===== config.mk =====
export PLATFORM = sky130hd
export DESIGN_NAME = injection_campaign_ctrl_flat
export DESIGN_NICKNAME = d
export VERILOG_FILES = /design/src/rtl/injection_campaign_ctrl_if.sv /design/src/rtl/injection_campaign_ctrl.sv /design/src/flat_wrapper.sv
export SDC_FILE = /design/constraint.sdc
export NUM_CORES = 1
export LEC_CHECK = 0
export CORE_MARGIN = 5
export CORE_UTILIZATION = 40
export CTS_CLUSTER_SIZE = 12
export DETAILED_ROUTE_END_ITERATION = 6
export SLEW_MARGIN = 25
export SYNTH_ARGS = -nofsm -noshare
export SYNTH_HDL_FRONTEND = slang
export SYNTH_SLANG_ARGS = --single-unit

===== constraint.sdc =====
create_clock -name clk -period 7 [get_ports clk]
set_input_delay 1.4 -clock clk [delete_from_list [all_inputs] [get_ports clk]]
set_output_delay 1.4 -clock clk [all_outputs]
set_load 0.01 [all_outputs]

===== src/rtl/injection_campaign_ctrl_if.sv =====
// Interface bundling the harness and target-side signals of the
// fault-injection campaign sequencer.
//   master : test harness / target side (drives start, inj_*, dut_y, gold_y)
//   slave  : campaign controller (drives target reset, stimulus, strobe, results)
interface injection_campaign_ctrl_if #(
   parameter int unsigned CNT_W = 16
);
   logic             start;
   logic             inj_en;
   logic [CNT_W-1:0] inj_idx;
   logic [1:0]       dut_y;
   logic [1:0]       gold_y;
   logic             dut_rstn;
   logic [5:0]       dut_in;
   logic             fault_inj;
   logic             busy;
   logic             done;
   logic             pass;
   logic [CNT_W-1:0] mismatch_cnt;
   logic [CNT_W-1:0] first_fail_idx;
   logic             first_fail_vld;

   modport master (
      output start, inj_en, inj_idx, dut_y, gold_y,
      input  dut_rstn, dut_in, fault_inj, busy, done, pass,
             mismatch_cnt, first_fail_idx, first_fail_vld
   );

   modport slave (
      input  start, inj_en, inj_idx, dut_y, gold_y,
      output dut_rstn, dut_in, fault_inj, busy, done, pass,
             mismatch_cnt, first_fail_idx, first_fail_vld
   );
endinterface


===== src/rtl/injection_campaign_ctrl.sv =====
// Fault-injection campaign sequencer.
// Holds target and golden model in reset, streams N_VEC LFSR vectors onto the
// target inputs, optionally fires one fault strobe at a programmed index, and
// compares target against golden outputs CMP_LAT edges after each launch.
// Ports:
//   clk  - rising-edge clock
//   rst  - asynchronous active-high reset
//   bus  - slave modport: start/inj_en/inj_idx/dut_y/gold_y in;
//          dut_rstn/dut_in/fault_inj/busy/done/pass/mismatch_cnt/
//          first_fail_idx/first_fail_vld out
module injection_campaign_ctrl #(
   parameter int unsigned N_VEC   = 256,
   parameter int unsigned CNT_W   = 16,
   parameter int unsigned RST_CYC = 2,
   parameter int unsigned CMP_LAT = 2,
   parameter logic [7:0]  SEED    = 8'hA5
) (
   input logic                      clk,
   input logic                      rst,
   injection_campaign_ctrl_if.slave bus
);
   localparam int unsigned      TMAX     = (RST_CYC > CMP_LAT) ? RST_CYC : CMP_LAT;
   localparam int unsigned      TW       = $clog2(TMAX + 1);
   localparam logic [CNT_W-1:0] LAST_IDX = CNT_W'(N_VEC - 1);
   localparam logic [TW-1:0]    RST_LAST = TW'(RST_CYC - 1);
   localparam logic [TW-1:0]    DRN_LAST = TW'(CMP_LAT - 1);

   typedef enum logic [2:0] {
      S_IDLE,
      S_RESET,
      S_RUN,
      S_DRAIN,
      S_DONE
   } state_t;

   state_t           state, state_n;
   logic [TW-1:0]    tmr;
   logic [CNT_W-1:0] vidx;
   logic [7:0]       lfsr;
   logic             fb;
   logic             inj_en_q;
   logic [CNT_W-1:0] inj_idx_q;
   logic             rstn_q;
   logic             launch;
   logic [CNT_W-1:0] launch_idx;
   logic             pv   [CMP_LAT];
   logic [CNT_W-1:0] pidx [CMP_LAT];
   logic [CNT_W-1:0] cnt_q;
   logic [CNT_W-1:0] ffi_q;
   logic             ffv_q;
   logic             pass_q;

   // x^8+x^6+x^5+x^4+1, shifting left with feedback into bit 0
   assign fb = lfsr[7] ^ lfsr[5] ^ lfsr[4] ^ lfsr[3];

   always_ff @(posedge clk or posedge rst) begin
      if (rst) state <= S_IDLE;
      else     state <= state_n;
   end

   always_comb begin
      state_n = state;
      case (state)
         S_IDLE:  if (bus.start)       state_n = S_RESET;
         S_RESET: if (tmr == RST_LAST) state_n = S_RUN;
         S_RUN:   if (vidx == LAST_IDX) state_n = S_DRAIN;
         S_DRAIN: if (tmr == DRN_LAST) state_n = S_DONE;
         S_DONE:  state_n = S_IDLE;
         default: state_n = S_IDLE;
      endcase
   end

   // A vector is launched on every edge that enters (or stays in) RUN; its
   // index rides the compare pipeline so the check lands CMP_LAT edges later.
   always_comb begin
      launch     = (state_n == S_RUN);
      launch_idx = (state == S_RUN) ? vidx + 1'b1 : '0;
   end

   always_comb begin
      bus.busy           = (state != S_IDLE);
      bus.done           = (state == S_DONE);
      bus.dut_in         = (state == S_RUN) ? lfsr[5:0] : '0;
      bus.fault_inj      = (state == S_RUN) && inj_en_q && (vidx == inj_idx_q);
      bus.dut_rstn       = rstn_q;
      bus.pass           = pass_q;
      bus.mismatch_cnt   = cnt_q;
      bus.first_fail_idx = ffi_q;
      bus.first_fail_vld = ffv_q;
   end

   // Phase timer for RESET and DRAIN, restarted on every state change.
   always_ff @(posedge clk or posedge rst) begin
      if (rst)                   tmr <= '0;
      else if (state_n != state) tmr <= '0;
      else                       tmr <= tmr + 1'b1;
   end

   always_ff @(posedge clk or posedge rst) begin
      if (rst) begin
         lfsr      <= SEED;
         vidx      <= '0;
         inj_en_q  <= 1'b0;
         inj_idx_q <= '0;
         rstn_q    <= 1'b0;
      end else begin
         rstn_q <= (state_n != S_RESET);
         case (state)
            S_IDLE: begin
               lfsr <= SEED;
               vidx <= '0;
               if (bus.start) begin
                  inj_en_q  <= bus.inj_en;
                  inj_idx_q <= bus.inj_idx;
               end
            end
            S_RUN: begin
               lfsr <= {lfsr[6:0], fb};
               vidx <= vidx + 1'b1;
            end
            default: ;
         endcase
      end
   end

   always_ff @(posedge clk or posedge rst) begin
      if (rst) begin
         for (int unsigned k = 0; k < CMP_LAT; k++) begin
            pv[k]   <= 1'b0;
            pidx[k] <= '0;
         end
      end else begin
         pv[0]   <= launch;
         pidx[0] <= launch_idx;
         for (int unsigned k = 1; k < CMP_LAT; k++) begin
            pv[k]   <= pv[k-1];
            pidx[k] <= pidx[k-1];
         end
      end
   end

   always_ff @(posedge clk or posedge rst) begin
      if (rst) begin
         cnt_q  <= '0;
         ffi_q  <= '0;
         ffv_q  <= 1'b0;
         pass_q <= 1'b0;
      end else begin
         if (state == S_IDLE && bus.start) begin
            cnt_q  <= '0;
            ffv_q  <= 1'b0;
            pass_q <= 1'b0;
         end else if (pv[CMP_LAT-1] && (bus.dut_y != bus.gold_y)) begin
            if (cnt_q != '1) cnt_q <= cnt_q + 1'b1;
            if (!ffv_q) begin
               ffv_q <= 1'b1;
               ffi_q <= pidx[CMP_LAT-1];
            end
         end
         if (state == S_DONE) pass_q <= (cnt_q == '0);
      end
   end
endmodule


===== src/flat_wrapper.sv =====
// flat-port wrapper written by rule: the top's interface ports become plain ports
module injection_campaign_ctrl_flat 
#(
   parameter int unsigned N_VEC   = 256,
   parameter int unsigned CNT_W   = 16,
   parameter int unsigned RST_CYC = 2,
   parameter int unsigned CMP_LAT = 2,
   parameter logic [7:0]  SEED    = 8'hA5
)
  (clk, rst, bus_start, bus_inj_en, bus_inj_idx, bus_dut_y, bus_gold_y, bus_dut_rstn, bus_dut_in, bus_fault_inj, bus_busy, bus_done, bus_pass, bus_mismatch_cnt, bus_first_fail_idx, bus_first_fail_vld);
  injection_campaign_ctrl_if #(.CNT_W(CNT_W)) bus_i ();
  input logic clk;
  input logic rst;
  input wire logic [$bits(bus_i.start)-1:0] bus_start;
  input wire logic [$bits(bus_i.inj_en)-1:0] bus_inj_en;
  input wire logic [$bits(bus_i.inj_idx)-1:0] bus_inj_idx;
  input wire logic [$bits(bus_i.dut_y)-1:0] bus_dut_y;
  input wire logic [$bits(bus_i.gold_y)-1:0] bus_gold_y;
  output wire logic [$bits(bus_i.dut_rstn)-1:0] bus_dut_rstn;
  output wire logic [$bits(bus_i.dut_in)-1:0] bus_dut_in;
  output wire logic [$bits(bus_i.fault_inj)-1:0] bus_fault_inj;
  output wire logic [$bits(bus_i.busy)-1:0] bus_busy;
  output wire logic [$bits(bus_i.done)-1:0] bus_done;
  output wire logic [$bits(bus_i.pass)-1:0] bus_pass;
  output wire logic [$bits(bus_i.mismatch_cnt)-1:0] bus_mismatch_cnt;
  output wire logic [$bits(bus_i.first_fail_idx)-1:0] bus_first_fail_idx;
  output wire logic [$bits(bus_i.first_fail_vld)-1:0] bus_first_fail_vld;
  assign bus_i.start = bus_start;
  assign bus_i.inj_en = bus_inj_en;
  assign bus_i.inj_idx = bus_inj_idx;
  assign bus_i.dut_y = bus_dut_y;
  assign bus_i.gold_y = bus_gold_y;
  assign bus_dut_rstn = bus_i.dut_rstn;
  assign bus_dut_in = bus_i.dut_in;
  assign bus_fault_inj = bus_i.fault_inj;
  assign bus_busy = bus_i.busy;
  assign bus_done = bus_i.done;
  assign bus_pass = bus_i.pass;
  assign bus_mismatch_cnt = bus_i.mismatch_cnt;
  assign bus_first_fail_idx = bus_i.first_fail_idx;
  assign bus_first_fail_vld = bus_i.first_fail_vld;
  injection_campaign_ctrl #(.N_VEC(N_VEC), .CNT_W(CNT_W), .RST_CYC(RST_CYC), .CMP_LAT(CMP_LAT), .SEED(SEED)) u_core (.clk(clk), .rst(rst), .bus(bus_i));
endmodule

==> reports/summary.txt <==
clk sinks: 115
CTS H-tree lvls: 4
Cells after Synth: 475
commonest non-fill, non-tap cell in the layout: dfrtp_1
Yosys cell types: 57
Num CTS Buffers: 17
Max-Cap Viols: 0
CTS root buffer: clkbuf_16
P&R area growth vs syn: 25.7%
Mapped Nets: 503
max incr delay on CP: 0.78 ns
total length of routed met3 wires: 530 microns
DRC Markers: 0
antenna violations before repair: 0
period utilisation layout: 0.641
data arrival time of the worst path: 3.09 ns
# resized after CTS: 0
CTS tree: yes
Bufs and invs on worst path: 2
vias in the first global route: 3968
top_reg_cell synth: dfrtp_1
final-report setup violation count: 0
Final Hold Fails: 0
f_max: 0.223 GHz
Leakage: 0.00305 uW
Nets: 565
total global routing overflow: 0
kind of critical path: register to primary output
Worst Setup Start Kind: register
number of synthesized flops with an enable pin: 0
GP Congestion: 0.861
gr usage total: 0.154
Reg clk slew, reported paths: 0.05 ns
DR vias: 3689
element type at the critical path end: primary output
post-CTS setup buffer count: 0
synthesized cell area: 0.00528 sq mm
antenna diode count: 0
Die H: 125 microns
DR iter-0 viols: 332
setup tns final: 0 ns
Final Util: 0.507
Synth Area per Inst: 11.1 sq um
largest net degree at the start of global routing: 67
most frequent cells in the layout: 111 x dfrtp_1, 76 x nand2_1, 67 x clkdlybuf4s50_1
CP max FO: 18
Rows: 42
layout cell share with drive strength beyond 1: 0.151
Placement Setup Slack: 2.91 ns
crit-path leading delay family: simple AND/OR/NAND/NOR gates
IO Pins: 68
Slew HR: 0.379
final WL: 11100 microns
final non-filler cell total: 724
multi-input combinational cell area: 0.00218 sq mm
Vias/cell: 5.10
Req. time, crit path: 5.60 ns
crit path time final: 4.49 ns
Worst Tran Pin Value: 0.928 ns
slowest stage cell, crit path: nor3b_1
routed wl met2: 5390 microns
Peak VDD IR: 0.000229 V
Total Power: 2430 uW
ys async rst share: 1.00
Hold/Removal Path Class: register to register
Post-DRT Antenna Nets: 0
RSZ-0062 raised after global routing: no
Die Area: 0.0156 sq mm
sequential area share after synthesis: 0.546
Fill cells: 1180
largest area contributor in the netlist: dfrtp_1
ranking of synthesized cells by area: dfrtp_1 53%, nand2_1 5.4%, xor2_1 3.5%
status: completed
DR pass1 iterations: 4
first-pass GRT wire length: 19400 microns
initial core utilization: 0.404
Core Footprint: 0.0131 sq mm
Storage cell area: 0.00288 sq mm
I/O Buffers: 67
die span in x: 125 microns
pwr/cell area: 365 mW/mm^2
clk_lat worst skew: 0.41 ns
Synth Warn #: 0
hold_buf cts: 0
CP Cell Sequence: nor3b_1 -> buf_4 -> nand4_1 -> nor3_1 -> clkdlybuf4s50_1
Synth Register Bits: 115
Final Max Tran Viols: 0
WL per Instance: 15.4 microns
DP Cell Count: 694
Max clock buf depth: 2
top sig layer: met4
top-area cell type share of the netlist area: 0.526
worst clock skew: 0.00841 ns
Post-DP HPWL: 7670 microns
Metal-1 WL: 5070 microns
final setup margin: 2.51 ns
-- through the flow --
stage	hold WS (ns)	cell area [sq um]
2_1_floorplan	0.331	5280
3_3_place_gp	0.332	6000
3_5_place_dp	0.335	6000
4_1_cts	0.347	6640
5_1_grt	0.357	6640
6_report	0.346	6640
-- cells by family (layout without fill, tap and decap cells) --
kind of cell | count (synthesis) | in the layout | share of synthesized area
fa+ha+maj | 4 | 4 | 0.00947
flops | 115 | 115 | 0.546
simple gates | 205 | 205 | 0.211
buf+inv | 35 | 108 | 0.0431
compound gates | 58 | 58 | 0.0739
xor+xnor | 31 | 31 | 0.0542
mux | 27 | 27 | 0.0628
-- layer usage --
metal,track usage,vias to the layer above
met5,0,-
met4,0.0733,0
met3,0.0503,12
met2,0.243,85
met1,0.193,1819
li1,-,1773
-- state kept, by name, indices dropped and copies added (netlist names) --
signal and flops:
u_core.bus.dut_rstn 1, u_core.bus.first_fail_idx 16, u_core.bus.first_fail_vld 1, u_core.bus.mismatch_cnt 16, u_core.bus.pass 1, u_core.inj_en_q 1
u_core.inj_idx_q 16, u_core.lfsr 8, u_core.pidx 32, u_core.pv 2, u_core.state 3, u_core.tmr 2
u_core.vidx 16
-- synthesized netlist by cell type, types with 9 or more instances --
master   count
dfrtp_1    111
nand2_1     76
nand3_1     22
nor2_1      22
xor2_1      21
nor4_1      13
a21oi_1     11
o21ai_0     11
mux2_4      10
a21o_1       9
and2_1       9
buf_6        9
mux2_2       9
-- area by class of cell --
type	count	share of cell area
Clock inverter	13	0.0317
Clock buffer	17	0.0641
Multi-Input combinational cell	325	0.328
Tap cell	176	0.0332
Inverter	8	0.00490
Sequential cell	115	0.434
Timing Repair Buffer	70	0.104
-- final timing paths --
path,slack (ns),endpoint,depth (start not counted),start
max,2.51,bus_fault_inj,5,u_core.state[1]$_DFF_PP0_
min,0.35,u_core.pidx[5]$_DFF_PP0_,0,u_core.pidx[21]$_DFF_PP0_
max reg2reg,4.56,u_core.bus.first_fail_idx[10]$_DFFE_PP0P_,4,u_core.state[1]$_DFF_PP0_
min reg2reg,0.35,u_core.pidx[5]$_DFF_PP0_,0,u_core.pidx[21]$_DFF_PP0_
max in group asynchronous,4.33,u_core.pidx[31]$_DFF_PP0_,3,rst
min in group asynchronous,1.53,u_core.pidx[15]$_DFF_PP0_,2,rst
-- report_power, final --
| part | total, uW | internal [uW] | switching, uW |
|---|---|---|---|
| combinational | 578 | 267 | 311 |
| clock | 925 | 627 | 298 |
| sequential | 922 | 798 | 124 |
| total | 2430 | 1690 | 733 |
Power figures use the tool's default switching activity.
